[src/rtl/nonce_result_collector.sv]
// Collects "nonce found" pulses from parallel cores into per-channel slots,
// arbitrates them round-robin into a small FIFO and presents one result at a time.
module nonce_result_collector #(
  parameter int unsigned NONCE_W       = 32,
  parameter int unsigned CHANNELS      = 4,
  parameter int unsigned DEPTH         = 4,
  parameter int unsigned COUNT_W       = 16,
  parameter int unsigned STOP_ON_FIRST = 0,
  localparam int unsigned CH_W         = (CHANNELS > 1) ? $clog2(CHANNELS) : 1
) (
  input  logic                          clk,
  input  logic                          reset,
  input  logic                          clear,
  input  logic [CHANNELS-1:0]           ch_valid,
  input  logic [CHANNELS*NONCE_W-1:0]   ch_nonce,
  output logic                          valid_sal,
  input  logic                          ready_in,
  output logic [NONCE_W-1:0]            nonce_out,
  output logic [CH_W-1:0]               chan_out,
  output logic                          finished,
  output logic [COUNT_W-1:0]            found_count,
  output logic                          overflow
);

  localparam int unsigned PTR_W = $clog2(DEPTH);
  localparam int unsigned OCC_W = PTR_W + 1;

  logic [CHANNELS-1:0] pend;
  logic [NONCE_W-1:0]  slot [CHANNELS];
  logic [CH_W-1:0]     rr;
  logic                stopped;

  logic [NONCE_W-1:0]  mem_nonce [DEPTH];
  logic [CH_W-1:0]     mem_chan  [DEPTH];
  logic [PTR_W-1:0]    rd_ptr;
  logic [PTR_W-1:0]    wr_ptr;
  logic [OCC_W-1:0]    occ;

  logic                push_c;
  logic                pop_c;
  logic                freeze_c;
  logic                capture_en_c;
  logic [CH_W-1:0]     gnt_idx_c;
  logic [CHANNELS-1:0] gnt_c;
  logic [CHANNELS-1:0] load_c;
  logic [CHANNELS-1:0] drop_c;

  logic [PTR_W-1:0]    rd_next_c;
  logic [OCC_W-1:0]    occ_left_c;
  logic [OCC_W-1:0]    occ_next_c;
  logic                head_valid_c;
  logic [NONCE_W-1:0]  head_nonce_c;
  logic [CH_W-1:0]     head_chan_c;

  // Round-robin search starting just after the last granted channel
  always_comb begin
    int sum;
    push_c    = 1'b0;
    gnt_idx_c = '0;
    sum       = 0;
    if (occ != OCC_W'(DEPTH) && !stopped) begin
      for (int k = 1; k <= int'(CHANNELS); k++) begin
        sum = int'(rr) + k;
        if (sum >= int'(CHANNELS)) sum = sum - int'(CHANNELS);
        if (!push_c && pend[CH_W'(sum)]) begin
          push_c    = 1'b1;
          gnt_idx_c = CH_W'(sum);
        end
      end
    end
  end

  assign freeze_c     = push_c && (STOP_ON_FIRST != 0);
  assign capture_en_c = !stopped && !freeze_c && !clear;
  assign pop_c        = valid_sal && ready_in;

  // Slot capture: a granted slot may be refilled in the same cycle
  always_comb begin
    gnt_c  = '0;
    load_c = '0;
    drop_c = '0;
    for (int i = 0; i < int'(CHANNELS); i++) begin
      gnt_c[i]  = push_c && (gnt_idx_c == CH_W'(i));
      load_c[i] = ch_valid[i] && capture_en_c && (!pend[i] || gnt_c[i]);
      drop_c[i] = ch_valid[i] && capture_en_c && pend[i] && !gnt_c[i];
    end
  end

  // Next FIFO head, so the output port can be a register
  always_comb begin
    rd_next_c    = rd_ptr + PTR_W'(pop_c);
    occ_left_c   = occ - OCC_W'(pop_c);
    occ_next_c   = occ_left_c + OCC_W'(push_c);
    head_valid_c = (occ_next_c != '0);
    head_nonce_c = '0;
    head_chan_c  = '0;
    if (occ_left_c == '0 && push_c) begin
      head_nonce_c = slot[gnt_idx_c];
      head_chan_c  = gnt_idx_c;
    end else if (occ_left_c != '0) begin
      head_nonce_c = mem_nonce[rd_next_c];
      head_chan_c  = mem_chan[rd_next_c];
    end
  end

  always_ff @(posedge clk or negedge reset) begin
    if (!reset) begin
      pend        <= '0;
      overflow    <= 1'b0;
      rr          <= CH_W'(CHANNELS - 1);
      stopped     <= 1'b0;
      rd_ptr      <= '0;
      wr_ptr      <= '0;
      occ         <= '0;
      finished    <= 1'b0;
      found_count <= '0;
      valid_sal   <= 1'b0;
      nonce_out   <= '0;
      chan_out    <= '0;
    end else if (clear) begin
      pend        <= '0;
      overflow    <= 1'b0;
      rr          <= CH_W'(CHANNELS - 1);
      stopped     <= 1'b0;
      rd_ptr      <= '0;
      wr_ptr      <= '0;
      occ         <= '0;
      finished    <= 1'b0;
      found_count <= '0;
      valid_sal   <= 1'b0;
      nonce_out   <= '0;
      chan_out    <= '0;
    end else begin
      for (int i = 0; i < int'(CHANNELS); i++) begin
        if (freeze_c)       pend[i] <= 1'b0;
        else if (load_c[i]) pend[i] <= 1'b1;
        else if (gnt_c[i])  pend[i] <= 1'b0;
      end
      if (|drop_c) overflow <= 1'b1;
      if (push_c) begin
        rr       <= gnt_idx_c;
        wr_ptr   <= wr_ptr + PTR_W'(1);
        finished <= 1'b1;
        if (found_count != '1) found_count <= found_count + COUNT_W'(1);
        if (STOP_ON_FIRST != 0) stopped <= 1'b1;
      end
      rd_ptr    <= rd_next_c;
      occ       <= occ_next_c;
      valid_sal <= head_valid_c;
      nonce_out <= head_nonce_c;
      chan_out  <= head_chan_c;
    end
  end

  // Payload storage; validity is tracked by pend/occ
  always_ff @(posedge clk) begin
    for (int i = 0; i < int'(CHANNELS); i++) begin
      if (load_c[i]) slot[i] <= ch_nonce[i*NONCE_W +: NONCE_W];
    end
    if (push_c && !clear) begin
      mem_nonce[wr_ptr] <= slot[gnt_idx_c];
      mem_chan[wr_ptr]  <= gnt_idx_c;
    end
  end

endmodule

[config.mk]
export PLATFORM = sky130hd
export DESIGN_NAME = nonce_result_collector
export DESIGN_NICKNAME = d
export VERILOG_FILES = /design/src/rtl/nonce_result_collector.sv
export SDC_FILE = /design/constraint.sdc
export NUM_CORES = 1
export LEC_CHECK = 0
export ABC_AREA = 1
export BUFFER_PORTS_ARGS = -buffer_cell sky130_fd_sc_hd__buf_2
export CORE_UTILIZATION = 53
export CTS_BUF_LIST = sky130_fd_sc_hd__clkbuf_2 sky130_fd_sc_hd__clkbuf_4 sky130_fd_sc_hd__clkbuf_8
export DETAILED_ROUTE_END_ITERATION = 16
export HOLD_SLACK_MARGIN = 0.06
export PLACE_DENSITY = 0.74
export SYNTH_ARGS = -nofsm -noshare
export SYNTH_HDL_FRONTEND = slang
export SYNTH_SLANG_ARGS = --single-unit
export TNS_END_PERCENT = 20
[constraint.sdc]
create_clock -name clk -period 8.86 [get_ports clk]
set_clock_uncertainty 0.05 [all_clocks]
set_input_delay 0.443 -clock clk [delete_from_list [all_inputs] [get_ports clk]]
set_output_delay 0.443 -clock clk [all_outputs]
set_load 0.02 [all_outputs]
==> impl_metrics.yaml <==
sta:
  max_freq_mhz: 207
  worst-slew-pin-transition_ps: 1190
  setup_tns_ps: 0
  finalHoldViolCount: 0
  slew_viol_final: 0
  fin_crit_ps: 4830
  final_worst_path_period_share_pct: 54.5
  slew_headroom_pct: 20.2
  setup-violations-final: 0
  hold-worst-slack_ps: 99.5
  rsz0062_at_grt: "false"
placement:
  finalWeightedCongestion: 0.853
  portBuffers: 188
  hpwl_after_detailed_placement_um: 19100
synthesis:
  syn-num-nets: 1380
  synth_seq_area_share_pct: 68.4
  post-synth-top-area-fraction_pct: 56.6
  number_of_enable_flip_flop_cells_after_synthesis: 264
  synth-warning-count: 0
  postSynthAreaPerCell_um2: 11.3
  number_of_storage_elements_in_the_synthesis_netlist: 330
  yosys.cell_count.top_type: "sky130_fd_sc_hd__nand2_1"
  ys.flop_type: "sky130_fd_sc_hd__edfxtp_1"
  ffs_w_async_s_r_synth_pct: 20.0
  post_synth_num_cell_types: 37
  netlist_top_cells_area: "sky130_fd_sc_hd__edfxtp_1 (57%), sky130_fd_sc_hd__dfrtp_1 (11%), sky130_fd_sc_hd__nand2_1 (11%)"
  post_synth_instance_area_mm2: 0.0140
  synth_cells: 1234
  synth_top_cells_by_count: "sky130_fd_sc_hd__nand2_1 (420), sky130_fd_sc_hd__edfxtp_1 (264), sky130_fd_sc_hd__nand3_1 (149)"
  synth_largest_area_cell: "sky130_fd_sc_hd__edfxtp_1"
worst_setup_path:
  ff2ff_setup_slack_ps: 4030
  crit_slowest_cell: "sky130_fd_sc_hd__a21boi_4"
  critPathMaxFanout: 66
  timing_worst_setup_path_type: "reg2reg"
  timing.critical_path.buf_inv: 1
  cp-start-kind: "register"
  critical_path.endpoint_type: "register"
  critPathMaxStageDelay_ps: 1000
  worst_ep_required_time_ps: 9000
  crit_arrival_ps: 4970
  critPathTopFamily: "simple AND/OR/NAND/NOR gates"
  crit_path_cell_trace: "nand2_1 -> nand3_1 -> nand2_1 -> nor2_4 -> nand3_2 -> nand3_2 -> nand2_4 -> nand2_2 -> buf_4 -> nand3_1 -> a21boi_4"
floorplan:
  die_w_um: 165
  die_boundary_height_um: 165
  die_area_mm2: 0.0271
  initial_utilization_pct: 53.9
  core_area_mm2: 0.0260
  num_rows: 59
  boundaryPins: 189
layout:
  layout.nets: 1698
  antenna_cells_inserted: 0
  layout-drive-gt1-share_pct: 25.1
  area_growth_synth_to_finish_pct: 24.3
cts:
  clockRootBuffer: "sky130_fd_sc_hd__clkbuf_8"
  cts_post_setup_buffers_inserted: 0
  ctsLongestPathBuffers: 3
  cts_max_level: 2
  cts_tree: "done"
  clkSinkCount: 330
  cts_made_buffers: 51
  clock_insertion_delay_worst_skew_ps: 570
  path_clk_slew_ps: 60
job:
  max_cap_violations: 0
power_and_ir_drop:
  maximum_vdd_drop_mv: 0.277
  power_density_mw_per_mm2: 398
  total_power_uw: 6920
  p_leak_uw: 0.00726
routing:
  dr.first_iter.drc_count: 1043
  final_routed_wirelength_across_all_metal_layers_um: 35500
  viasPerCell: 5.34
  routed-via-count: 10300
  avgRoutedWirePerCell_um: 18.4
  first_pass_iters: 5
  detail-route-antenna-nets: 0
  route.detailed.drc: 0
global_routing:
  grt_use_met1_pct: 36.6
  met2_usage_pct: 43.1
  gr-usage-all-layers_pct: 26.5
  grt_overflow: 0
  grt_first_pass_wirelength_um: 54400
  gr-max-usage-layer: "met2"
  grt_max_degree: 70
  use_met3_pct: 4.50
  grt_antenna_before_repair: 0
  number_of_global_route_vias_before_repair: 10100
status:
  outcome: "finished, final reports clean"
worst_hold_path:
  min_path_type: "in2reg"
per-stage QoR:
stage	area, um2	cells	setup WS (ps)	util, %
floorplan	14000	1234	4310	-
global placement	15100	1704	4300	58.3
detailed placement	15100	1704	4140	58.3
CTS	17400	1927	4120	67.0
global route	17400	1927	3700	67.0
finish	17400	1927	4030	67.0
flip-flops by register name, indices dropped and copies added (netlist names), 3 cells and up:
name / flops
nonce_out: 32
mem_nonce: 128
occ: 3
pend: 4
slot: 128
found_count: 16
mem_chan: 8
final cells by class:
class / instances / area, um2
well taps: 335 / 419
clock inverters: 24 / 103
repair buffers: 328 / 2320
clock buffers: 69 / 856
fillers: 1867 / 8580
flip-flops and latches: 330 / 9580
multi-input cells: 785 / 3910
inverters: 56 / 215
tightest hold or removal path, stage by stage:
cell and delay, ps:
sky130_fd_sc_hd__buf_2 110, sky130_fd_sc_hd__a21oi_1 40, sky130_fd_sc_hd__nor2_1 80
routing by layer:
layer  part of all wire, %  vias to the layer above  routed length, um
met2                    48                      494              17100
met1                    41                     4904              14600
met4                   2.4                        0                845
li1                      -                     4828                  -
met3                   8.1                       71               2880
met5                     0                        -                  0
layout by cell type (no fill, tap or decap), types with 2 or more instances in the layout:
master	n
sky130_fd_sc_hd__o21ai_0	15
sky130_fd_sc_hd__dlygate4sd3_1	130
sky130_fd_sc_hd__nand4_1	4
sky130_fd_sc_hd__o31ai_1	2
sky130_fd_sc_hd__a21oi_1	14
sky130_fd_sc_hd__dfrtp_1	64
sky130_fd_sc_hd__xor2_1	3
sky130_fd_sc_hd__nand2_2	41
sky130_fd_sc_hd__nand3_2	32
sky130_fd_sc_hd__ha_1	9
sky130_fd_sc_hd__nor2_1	28
sky130_fd_sc_hd__dfstp_2	2
sky130_fd_sc_hd__inv_2	5
sky130_fd_sc_hd__clkbuf_8	54
sky130_fd_sc_hd__clkinv_2	3
sky130_fd_sc_hd__nor4_1	3
sky130_fd_sc_hd__inv_6	2
sky130_fd_sc_hd__nand3_1	149
sky130_fd_sc_hd__nand2_1	420
sky130_fd_sc_hd__buf_4	10
sky130_fd_sc_hd__clkbuf_4	15
sky130_fd_sc_hd__nor2_4	5
sky130_fd_sc_hd__nand3b_1	2
sky130_fd_sc_hd__nor3_1	13
sky130_fd_sc_hd__a21oi_2	32
sky130_fd_sc_hd__inv_1	49
sky130_fd_sc_hd__a21oi_4	2
sky130_fd_sc_hd__clkinv_1	20
sky130_fd_sc_hd__buf_2	188
sky130_fd_sc_hd__edfxtp_1	264
path summary, 6_finish.rpt:
kind / startpoint / cells after the start / endpoint
worst min-delay path: ch_valid[3] / 3 / pend[3]
worst max register to register: rr[0] / 11 / slot[0][11]
worst min register to register: finished / 2 / finished
worst max-delay path: rr[0] / 11 / slot[0][11]
min in group asynchronous: reset / 3 / overflow
max in group asynchronous: reset / 3 / nonce_out[1]
what timing repair did:
action,CTS,global route
resized for setup,0,0
endpoints found under the hold margin,193,0
hold buffers,130,0
power by group:
part / switching (uW) / internal, uW
sequential: 105 / 2440
combinational: 2340 / 820
clock: 587 / 625
total: 3030 / 3880
cell families (layout without fill, tap and decap cells):
logic type / Yosys count / after routing / synth area share, %
AOI/OAI and AO/OA: 69 / 69 / 3.40
xor gates and xnor gates: 5 / 5 / 0.313
adders and majority gates: 10 / 10 / 0.893
buffers and inverters: 119 / 477 / 4.22
DFF: 330 / 330 / 68.4
and+or+nand+nor: 701 / 701 / 22.7
Power figures use the tool's default switching activity.
